$ cat src/rtl/cabac_bae_low_engine_pkg.sv
// Shared CABAC binary-arithmetic-encoder definitions: beat mode encodings
// and common field widths used by the low-register engine.
package cabac_bae_low_engine_pkg;

  // Beat mode carried on mode_i.
  typedef enum logic [1:0] {
    MODE_REGULAR  = 2'b00,
    MODE_NULL     = 2'b01,
    MODE_BYPASS   = 2'b10,
    MODE_TERMINAL = 2'b11
  } bae_mode_e;

  // Width of renorm shift, bypass count and emitted-bit count fields.
  localparam int unsigned NUM_W = 4;

  // A beat produces an output beat unless it is a null beat.
  function automatic logic mode_produces(input bae_mode_e mode);
    return (mode != MODE_NULL);
  endfunction

endpackage

$ cat src/rtl/cabac_bae_low_engine_byp_mult.sv
// Combinational shift-add product of the current range and the bypass bin
// vector. Each set bin contributes range weighted by its bit position.
module cabac_bae_byp_mult #(
  parameter int RANGE_W = 9,
  parameter int MAX_BYP = 5
) (
  input  logic [RANGE_W-1:0]         range_i,
  input  logic [MAX_BYP-1:0]         bins_i,
  output logic [RANGE_W+MAX_BYP-1:0] prod_o
);

  logic [RANGE_W+MAX_BYP-1:0] range_ext_s;
  logic [RANGE_W+MAX_BYP-1:0] acc_s;

  assign range_ext_s = {{MAX_BYP{1'b0}}, range_i};

  // Accumulate the shifted range for every set bin position.
  always_comb begin
    acc_s = '0;
    for (int i = 0; i < MAX_BYP; i++) begin
      if (bins_i[i]) begin
        acc_s = acc_s + (range_ext_s << i);
      end else begin
        acc_s = acc_s;
      end
    end
  end

  assign prod_o = acc_s;

endmodule

$ cat src/rtl/cabac_bae_low_engine.sv
// CABAC binary arithmetic encoder low-register engine. Accepts one coding
// beat per cycle, updates low and emits the overflow bits and carry of that
// beat through a single registered output stage with valid/ready handshake.
module cabac_bae_low_engine
  import cabac_bae_low_engine_pkg::*;
#(
  parameter int LOW_W   = 10,
  parameter int RANGE_W = 9,
  parameter int MAX_BYP = 5,
  parameter int OVF_W   = 8
) (
  input  logic               clk,
  input  logic               rst_n,
  input  logic               init_i,
  input  logic [LOW_W-1:0]   init_low_i,
  input  logic               valid_i,
  output logic               ready_o,
  input  logic [1:0]         mode_i,
  input  logic               bin_eq_lps_i,
  input  logic               bin_neq_mps_i,
  input  logic [3:0]         shift_i,
  input  logic [RANGE_W-1:0] t_range_i,
  input  logic [RANGE_W-1:0] range_i,
  input  logic [3:0]         byp_num_i,
  input  logic [MAX_BYP-1:0] byp_bins_i,
  output logic               valid_o,
  input  logic               ready_i,
  output logic [3:0]         ovf_num_o,
  output logic [OVF_W-1:0]   ovf_bits_o,
  output logic               carry_o,
  output logic [LOW_W-1:0]   low_o
);

  // Full-width working vector: wide enough for low shifted by the largest
  // renorm/bypass count plus the bypass product, so nothing truncates
  // before the emitted bits are extracted.
  localparam int FW = LOW_W + RANGE_W + OVF_W + 2;
  localparam int PW = RANGE_W + MAX_BYP;

  bae_mode_e          mode_s;
  logic               accept_s;
  logic               produce_s;
  logic [LOW_W-1:0]   base_low_s;
  logic [FW-1:0]      base_ext_s;
  logic [FW-1:0]      t_ext_s;
  logic [FW-1:0]      sum_s;
  logic [FW-1:0]      prod_ext_s;
  logic [FW-1:0]      one_s;
  logic [FW-1:0]      f_s;
  logic [PW-1:0]      prod_s;
  logic [NUM_W-1:0]   num_s;
  logic               carry_s;
  logic [OVF_W-1:0]   hi_s;
  logic [OVF_W-1:0]   bits_s;
  logic [LOW_W-1:0]   new_low_s;
  logic               unused_s;

  logic [LOW_W-1:0]   low_r;
  logic               valid_r;
  logic [NUM_W-1:0]   ovf_num_r;
  logic [OVF_W-1:0]   ovf_bits_r;
  logic               carry_r;

  assign mode_s    = bae_mode_e'(mode_i);
  assign ready_o   = !valid_r | ready_i;
  assign accept_s  = valid_i & ready_o;
  assign produce_s = accept_s & mode_produces(mode_s);

  // An init in the same cycle as a beat makes the beat start from init_low_i.
  assign base_low_s = init_i ? init_low_i : low_r;
  assign base_ext_s = {{(FW-LOW_W){1'b0}}, base_low_s};
  assign t_ext_s    = {{(FW-RANGE_W){1'b0}}, t_range_i};
  assign prod_ext_s = {{(FW-PW){1'b0}}, prod_s};
  assign sum_s      = base_ext_s + t_ext_s;
  assign one_s      = {{(FW-1){1'b0}}, 1'b1};

  cabac_bae_byp_mult #(
    .RANGE_W (RANGE_W),
    .MAX_BYP (MAX_BYP)
  ) u_byp_mult (
    .range_i (range_i),
    .bins_i  (byp_bins_i),
    .prod_o  (prod_s)
  );

  // Compute the full-width F, emitted-bit count and carry for the beat mode.
  always_comb begin
    f_s     = base_ext_s;
    num_s   = 4'd0;
    carry_s = 1'b0;
    case (mode_s)
      MODE_REGULAR: begin
        if (bin_eq_lps_i) begin
          f_s     = {{(FW-LOW_W){1'b0}}, sum_s[LOW_W-1:0]} << shift_i;
          num_s   = shift_i;
          carry_s = sum_s[LOW_W];
        end else if (bin_neq_mps_i) begin
          f_s   = base_ext_s;
          num_s = 4'd0;
        end else begin
          f_s   = base_ext_s << 4'd1;
          num_s = 4'd1;
        end
      end
      MODE_TERMINAL: begin
        if (bin_eq_lps_i) begin
          f_s     = sum_s;
          num_s   = 4'd0;
          carry_s = sum_s[LOW_W];
        end else if (t_range_i[RANGE_W-1]) begin
          f_s   = base_ext_s;
          num_s = 4'd0;
        end else begin
          f_s   = base_ext_s << 4'd1;
          num_s = 4'd1;
        end
      end
      MODE_BYPASS: begin
        f_s     = (base_ext_s << byp_num_i) + prod_ext_s;
        num_s   = byp_num_i;
        carry_s = |(f_s & ((one_s << LOW_W) << byp_num_i));
      end
      MODE_NULL: begin
        f_s     = base_ext_s;
        num_s   = 4'd0;
        carry_s = 1'b0;
      end
      default: begin
        f_s     = base_ext_s;
        num_s   = 4'd0;
        carry_s = 1'b0;
      end
    endcase
  end

  assign hi_s      = f_s[LOW_W +: OVF_W];
  assign new_low_s = f_s[LOW_W-1:0];
  assign unused_s  = ^f_s[FW-1:LOW_W+OVF_W];

  // Keep only the low num_s bits of the overflow field; upper bits read zero.
  always_comb begin
    bits_s = '0;
    for (int i = 0; i < OVF_W; i++) begin
      if (i < int'(num_s)) begin
        bits_s[i] = hi_s[i];
      end else begin
        bits_s[i] = 1'b0;
      end
    end
  end

  // Low register: updated by a producing beat, otherwise by a bare init.
  always_ff @(posedge clk or negedge rst_n) begin
    if (!rst_n) begin
      low_r <= '0;
    end else if (produce_s) begin
      low_r <= new_low_s;
    end else if (init_i) begin
      low_r <= init_low_i;
    end else begin
      low_r <= low_r;
    end
  end

  // Output stage: load on a producing beat, drop after downstream accept,
  // otherwise hold every field stable.
  always_ff @(posedge clk or negedge rst_n) begin
    if (!rst_n) begin
      valid_r    <= 1'b0;
      ovf_num_r  <= '0;
      ovf_bits_r <= '0;
      carry_r    <= 1'b0;
    end else if (produce_s) begin
      valid_r    <= 1'b1;
      ovf_num_r  <= num_s;
      ovf_bits_r <= bits_s;
      carry_r    <= carry_s;
    end else if (ready_i) begin
      valid_r    <= 1'b0;
      ovf_num_r  <= ovf_num_r;
      ovf_bits_r <= ovf_bits_r;
      carry_r    <= carry_r;
    end else begin
      valid_r    <= valid_r;
      ovf_num_r  <= ovf_num_r;
      ovf_bits_r <= ovf_bits_r;
      carry_r    <= carry_r;
    end
  end

  assign valid_o    = valid_r;
  assign ovf_num_o  = ovf_num_r;
  assign ovf_bits_o = ovf_bits_r;
  assign carry_o    = carry_r;
  assign low_o      = low_r;

endmodule
$ cat config.mk
export PLATFORM = sky130hd
export DESIGN_NAME = cabac_bae_low_engine
export DESIGN_NICKNAME = d
export VERILOG_FILES = /design/src/rtl/cabac_bae_low_engine_pkg.sv /design/src/rtl/cabac_bae_low_engine_byp_mult.sv /design/src/rtl/cabac_bae_low_engine.sv
export SDC_FILE = /design/constraint.sdc
export NUM_CORES = 1
export LEC_CHECK = 0
export ABC_AREA = 0
export BUFFER_PORTS_ARGS = -buffer_cell sky130_fd_sc_hd__buf_2
export CAP_MARGIN = 15
export CORE_ASPECT_RATIO = 1.1
export CORE_MARGIN = 3
export CORE_UTILIZATION = 46
export DETAILED_ROUTE_END_ITERATION = 8
export GPL_TIMING_DRIVEN = 0
export PLACE_DENSITY = 0.65
export SLEW_MARGIN = 30
export SYNTH_ARGS = -nofsm -noshare
export SYNTH_HDL_FRONTEND = slang
export SYNTH_SLANG_ARGS = --single-unit
$ cat constraint.sdc
create_clock -name clk -period 6.61 [get_ports clk]
set_input_delay 0.3305 -clock clk [delete_from_list [all_inputs] [get_ports clk]]
set_output_delay 0.3305 -clock clk [all_outputs]
set_load 0.03 [all_outputs]
==> results of run 1 <==
## layout by cell type, fill, tap and decap left out, types with 10 or more instances in the layout
master    count
mux2i_1      16
ha_4         17
o21ai_0      45
a31oi_1      12
xnor2_1      23
xor2_1       14
inv_1        34
a211oi_1     17
nand3_1      13
o21ai_2      10
nand2b_1     15
nor2_1       68
o22ai_1      10
buf_4        35
o221ai_1     11
nor3_1       10
clkbuf_1     37
o21ai_1      11
mux2_2       16
buf_2        64
a21oi_1      69
nand2_1      88
a21o_1       24
dfrtp_1      24
ha_1         42
## registers in the layout, summed over array words and instances (netlist names)
| signal | count |
|---|---|
| low_o | 10 |
| ovf_num_o | 4 |
| carry_o | 1 |
| valid_o | 1 |
| ovf_bits_o | 8 |
## kinds of logic after synthesis
family	after synthesis	share of synthesized area, %
compound gates	308	32.8
xor+xnor	47	6.68
fa+ha+maj	66	14.0
buf+inv	96	6.40
flops	24	9.75
mux	53	11.4
simple gates	255	19.0
## worst max-delay path by stage
stage,cells past startpoint,slack [ps],endpoint
CTS,42,-130,ovf_bits_o[7]
finish,42,-250,carry_o
detailed placement,39,-1030,ovf_bits_o[7]
global route,42,-570,ovf_bits_o[5]
global placement,41,-1010,ovf_bits_o[7]
floorplan,41,-60,ovf_bits_o[7]
## cell type report
cell class / count / area, um^2 / area share, %
tap: 157 / 196 / 2.54
inverter: 45 / 176 / 2.28
clock buffer: 3 / 75.1 / 0.972
buffer: 50 / 263 / 3.40
clock inverter: 1 / 30.0 / 0.389
timing repair buffer: 102 / 619 / 8.02
multi-input combinational: 729 / 5760 / 74.6
sequential: 24 / 601 / 7.77
## worst max-delay path, delay by kind of cell
family                   cells  cell delay (ps)
adder cells (fa/ha/maj)      5             1190
multiplexers                 2              560
XOR/XNOR                     4              520
AO/OA/AOI/OAI               20             3390
AND/OR/NAND/NOR              5              320
buffers and inverters        6              650
## stage by stage
stage	cell area (um^2)	utilization (%)	TNS (ps)	setup slack, ps
after global placement	6780	52.7	-5340	-1010
after CTS	7420	57.7	-368	-135
after floorplan	6260	-	-56.8	-56.8
final	7720	60.1	-775	-253
after detailed placement	6780	52.7	-5250	-1030
after global routing	7720	60.1	-2870	-569
## power groups by stage
stage          clock (mW)  combinational, mW  sequential, mW
3_3_place_gp            0               1.19           0.183
6_report            0.170               1.50           0.181
5_1_grt             0.176               1.62           0.184
3_5_place_dp            0               1.19           0.184
2_1_floorplan           0              0.852           0.220
4_1_cts             0.171               1.34           0.182
## cells in the mapped netlist, types with 4 or more instances
cell type  count  area share [%]
buf_1          5            0.30
a21o_1        24             2.9
mux2_2        22             4.0
xnor2_1       28             4.0
o21a_1         8            0.98
xor2_1        19             2.7
o221ai_1      12             1.7
o41ai_1        4            0.57
and2_1         9            0.91
o21ai_1       13             1.1
nand2b_1      16             1.6
a21oi_1       81             6.6
mux4_2         8             2.9
inv_1         37             2.3
o211ai_1       7            0.85
a221o_1        7             1.1
nor3_1        11            0.89
ha_1          61              12
nor2b_1       10             1.0
o31ai_1        5            0.61
clkbuf_1      41             2.5
a211oi_1      18             2.2
mux2i_1       17             2.8
or3_1          4            0.41
inv_2          6            0.37
o22ai_1       10             1.0
nand2_1       92             5.6
and3_1         5            0.51
a31oi_1       13             1.3
fa_1           5             1.6
o2111ai_1      4            0.57
nand3b_1       4            0.49
a22oi_1        8            0.98
a221oi_1       6            0.85
dfrtp_1       24             9.8
nor2_1        73             4.4
o21ai_0       53             4.3
nand3_1       15             1.2
## repair_timing
action                     in CTS  in global routing
buffers inserted               27                 11
pin swaps                      50                 59
setup endpoints to repair       8                 10
gates resized for setup        58                 48
## routing by layer
| layer | global-route usage [%] | vias up | share of wire, % |
|---|---|---|---|
| met5 | 0 | - | 0 |
| met4 | 8.67 | 0 | 3.5 |
| met3 | 3.65 | 63 | 7.1 |
| met2 | 46.6 | 307 | 48 |
| met1 | 36.8 | 3319 | 41 |
| li1 | - | 3367 | - |
==> out/qor.yml, run 1 <==
status: "finished, violations left"
violations: "negative setup slack"
cts_tree: "yes"
synthFlopType: "dfrtp_1"
ff2ff_setup_slack_ps: 2330
p_sw_share_pct: 49.1
hold_class: "primary input to asynchronous set/reset pin"
filler_cell_count: 1174
fin_hold_ws_ps: 36.5
grt_max_degree: 25
area_delta_synth_final_pct: 25.4
slew_violations: 0
crit_arrival_ps: 7000
numClockSinks: 24
synth_cell_type_count: 76
die-area_um2: 14800
skew_ps: 4.64
critPathMaxStageDelay_ps: 280
synth.yosys.seq_area_share_pct: 9.75
syn_nets: 965
dpl.cell_count: 1071
start_kind: "primary input"
gp_congestion: 1.04
first_iter_violations: 537
drv_cap: 0
grt_pass1_vias: 6607
power_frac_comb_pct: 81.1
ys_async_sr_fraction_pct: 100
slowest_stage: "mux2_4"
ys_ff_latch: 24
synth_warnings: 0
hold_viol_final: 0
finalNonFillerCells: 1111
tightest_slew_ps: 1040
nets: 1071
period_needed_ps: 6860
grt_pass1_wl_um: 33200
antenna_found_initial: 0
antenna_left: 0
r2r_cells: 17
post-dp-hpwl_um: 16300
p_seq_share_pct: 9.8
cp-end-kind: "flop"
firstDrtPassIters: 5
synth_cells: 849
die-width_um: 116
total_power_mw: 1.85
drive_gt1_share_pct: 25.2
p_switching_mw: 0.909
fmax_mhz: 146
ir_drop_mv: 0.193
drc: 0
cpMostUsedCell: "a21o_1"
worstSkewPairLatency_ps: 260
maxSlewHeadroom_pct: 28.7
internal_power_mw: 0.944
layout_setup_ws_ps: -253
vias: 7056
power_leakage_nw: 3.34
grt_remaining_overflow: 0
powerDensity_nw_per_um2: 240
io_pins: 75
syn_area_um2: 6160
path_clk_slew_ps: 60
synth_area_per_cell_um2: 7.25
synth_edf_count: 0
rr_endpoint: "carry_o"
cts_buffers: 3
finalCritPeriodShare_pct: 104
timing.rr.start: "low_o[8]"
worstPathMaxFanout: 4
cts_max_path_buffers: 2
core_area_um2: 12900
p_clk_share_pct: 9.2
viasPerCell: 6.35
setup_viol: 5
startpoint: "byp_bins_i[0]"
grt_use_total_pct: 27.7
worstSetupPathType: "primary input to flop"
antenna_cells: 0
initial_core_util_pct: 47.9
rsz0062_at_grt: "yes"
wl_um: 21200
rows: 43
wl_per_cell_um: 19.1
fp.dieH_um: 127
crit_required_ps: 6740
cts_hold_buf: 0
root_buffer: "clkbuf_16"
htreeDepth: 1
portBuffers: 65
Power figures use the tool's default switching activity.
==> run 2: changes to the inputs <==
--- a/config.mk
+++ b/config.mk
@@ -14,6 +14,7 @@
 export DETAILED_ROUTE_END_ITERATION = 8
 export GPL_TIMING_DRIVEN = 0
 export PLACE_DENSITY = 0.65
+export SKIP_LAST_GASP = 1
 export SLEW_MARGIN = 30
 export SYNTH_ARGS = -nofsm -noshare
 export SYNTH_HDL_FRONTEND = slang
==> out/qor.yml, run 2 (same netlist as run 1, synthesis figures left out) <==
total_power_mw: 1.85  # -0.36%
crit_arrival_ps: 6980  # -20 ps
setup_viol: 5  # unchanged
start_kind: "primary input"
initial_core_util_pct: 47.9  # unchanged
nets: 1071  # unchanged
maxSlewHeadroom_pct: 28.5  # -0.15 points
cp_num_buf_inv: 6  # unchanged
cp-end-kind: "flop"
path_clk_slew_ps: 60  # about the same
core_area_um2: 12900  # unchanged
firstDrtPassIters: 5  # unchanged
design_area_um2: 7710  # -0.18%
internal_power_mw: 0.943  # -0.13%
worstPathMaxFanout: 4  # unchanged
p_sw_share_pct: 48.9  # -0.12 points
grt_max_degree: 25  # unchanged
grt_pass1_wl_um: 33200  # unchanged
final_common_cell: "nand2_1"
area_delta_synth_final_pct: 25.2
viasPerCell: 6.34  # -0.11%
post-dp-hpwl_um: 16300  # unchanged
grt_use_total_pct: 27.7  # unchanged
final_cell_mix: "nand2_1 (89), a21oi_1 (69), nor2_1 (68)"
root_buffer: "clkbuf_16"
critPathMaxStageDelay_ps: 280  # about the same
violations: "negative setup slack"
drv_cap: 0  # unchanged
skew_ps: 3.37  # -1.27 ps
portBuffers: 65  # unchanged
finalCritPeriodShare_pct: 104  # -0.18 points
first_iter_violations: 562  # +4.7%
antenna_left: 0  # unchanged
htreeDepth: 1  # unchanged
powerDensity_nw_per_um2: 240  # -0.18%
cpMostUsedCell: "a21o_1"
r2r_cells: 17  # unchanged
gp_congestion: 1.04  # unchanged
layout_setup_ws_ps: -241  # +11.8 ps
cts_buffers: 3  # unchanged
cp_num_cells: 42  # unchanged
die-width_um: 116  # unchanged
status: "finished, violations left"
postLayoutCoreUtil_pct: 60.0  # -0.11 points
slew_violations: 0  # unchanged
worstSetupPathType: "primary input to flop"
wl_um: 21200  # about the same
ir_drop_mv: 0.191  # -1.0%
slowest_stage: "mux2_4"
rows: 43  # unchanged
io_pins: 75  # unchanged
hold_viol_final: 0  # unchanged
antenna_cells: 0  # unchanged
power_leakage_nw: 3.34  # about the same
drive_gt1_share_pct: 25.1  # -0.10 points
rsz0062_at_grt: "yes"
fin_hold_ws_ps: 39.6  # +3.10 ps
antenna_found_initial: 0  # unchanged
vias: 7048  # -0.11%
die-area_um2: 14800  # unchanged
p_seq_share_pct: 9.8  # about the same
wl_per_cell_um: 19.1  # about the same
power_frac_comb_pct: 81.1  # about the same
p_switching_mw: 0.904  # -0.60%
p_clk_share_pct: 9.1  # about the same
hold_class: "primary input to asynchronous set/reset pin"
largest_reg_flops: 10  # unchanged
tightest_slew_ps: 1040  # +2.23 ps
cts_max_path_buffers: 2  # unchanged
placed_area_um2: 6780  # unchanged
grt_remaining_overflow: 0  # unchanged
period_needed_ps: 6850  # -11.8 ps
startpoint: "byp_bins_i[0]"
grt_pass1_vias: 6607  # unchanged
timing.rr.start: "low_o[8]"
fp.dieH_um: 127  # unchanged
fmax_mhz: 146  # +0.17%
crit_required_ps: 6740  # about the same
numClockSinks: 24  # unchanged
worstSkewPairLatency_ps: 260  # about the same
drc: 0  # unchanged
cts_tree: "yes"
cpLargestDelayFamily: "compound AO/OA/AOI/OAI gates"
## run 2: cell counts in the layout (fill, tap and decap cells not counted)
No cell type changed its count.
## run 2: path summary, 6_finish.rpt
| kind | slack (ps) | endpoint |
|---|---|---|
| max | -240 | carry_o |
| min | 40 | low_o[5] |
| max reg2reg | 2330 | carry_o |
| min reg2reg | 480 | ovf_num_o[2] |
| max in group asynchronous | 6240 | low_o[2] |
| min in group clk | 360 | valid_o |
## run 2: layout make-up
| cell class | instances | area, um^2 |
|---|---|---|
| multi-input cells | 729 | 5750 |
| inverters | 45 | 176 |
| flip-flops and latches | 24 | 601 |
| clock inverters | 1 | 30.0 |
| well taps | 157 | 196 |
| plain buffers | 50 | 263 |
| fillers | 1176 | 5150 |
| repair buffers | 102 | 619 |
| clock buffers | 3 | 75.1 |
## run 2: power groups by stage
stage	Sequential (mW)	Clock (mW)	Combinational (mW)
CTS	0.182	0.171	1.34
global placement	0.183	0	1.19
global route	0.184	0.176	1.61
finish	0.182	0.168	1.50
floorplan	0.220	0	0.852
detailed placement	0.184	0	1.19
## run 2: per-stage QoR
step | worst slack [ps] | std cells | setup TNS [ps]
final | -241 | 1111 | -715
after floorplan | -56.8 | 849 | -56.8
after global routing | -569 | 1111 | -2910
after global placement | -1010 | 1071 | -5340
after CTS | -135 | 1102 | -368
after detailed placement | -1030 | 1071 | -5250
## run 2: layer usage
metal / part of all wire [%] / wire (um) / vias up / track usage [%]
met3: 6.9 / 1470 / 54 / 3.65
li1: - / - / 3357 / -
met4: 3.1 / 651 / 0 / 8.67
met1: 42 / 8890 / 3336 / 36.8
met2: 48 / 10200 / 301 / 46.6
met5: 0 / 0 / - / 0
## run 2: worst register-to-register path, cell delays in order, from the launching register on
cell and delay, ps:
dfrtp_1 410, mux2i_1 790, inv_2 260, nor2_1 160, a211oi_1 120, o21ai_0 340
o22ai_1 130, ha_2 220, a21o_1 200, a21o_1 210, a211oi_4 260, o2111ai_2 150
o211ai_1 200, buf_4 190, nor2_2 40, a221o_1 270, o21ai_2 130, a31oi_1 90
## run 2: repair_timing
| action | 4_1_cts | 5_1_grt |
|---|---|---|
| buffers inserted | 27 | 11 |
| setup endpoints to repair | 8 | 10 |
| pin swaps | 50 | 59 |
| gates resized for setup | 58 | 46 |
| hold buffers | 0 | 0 |
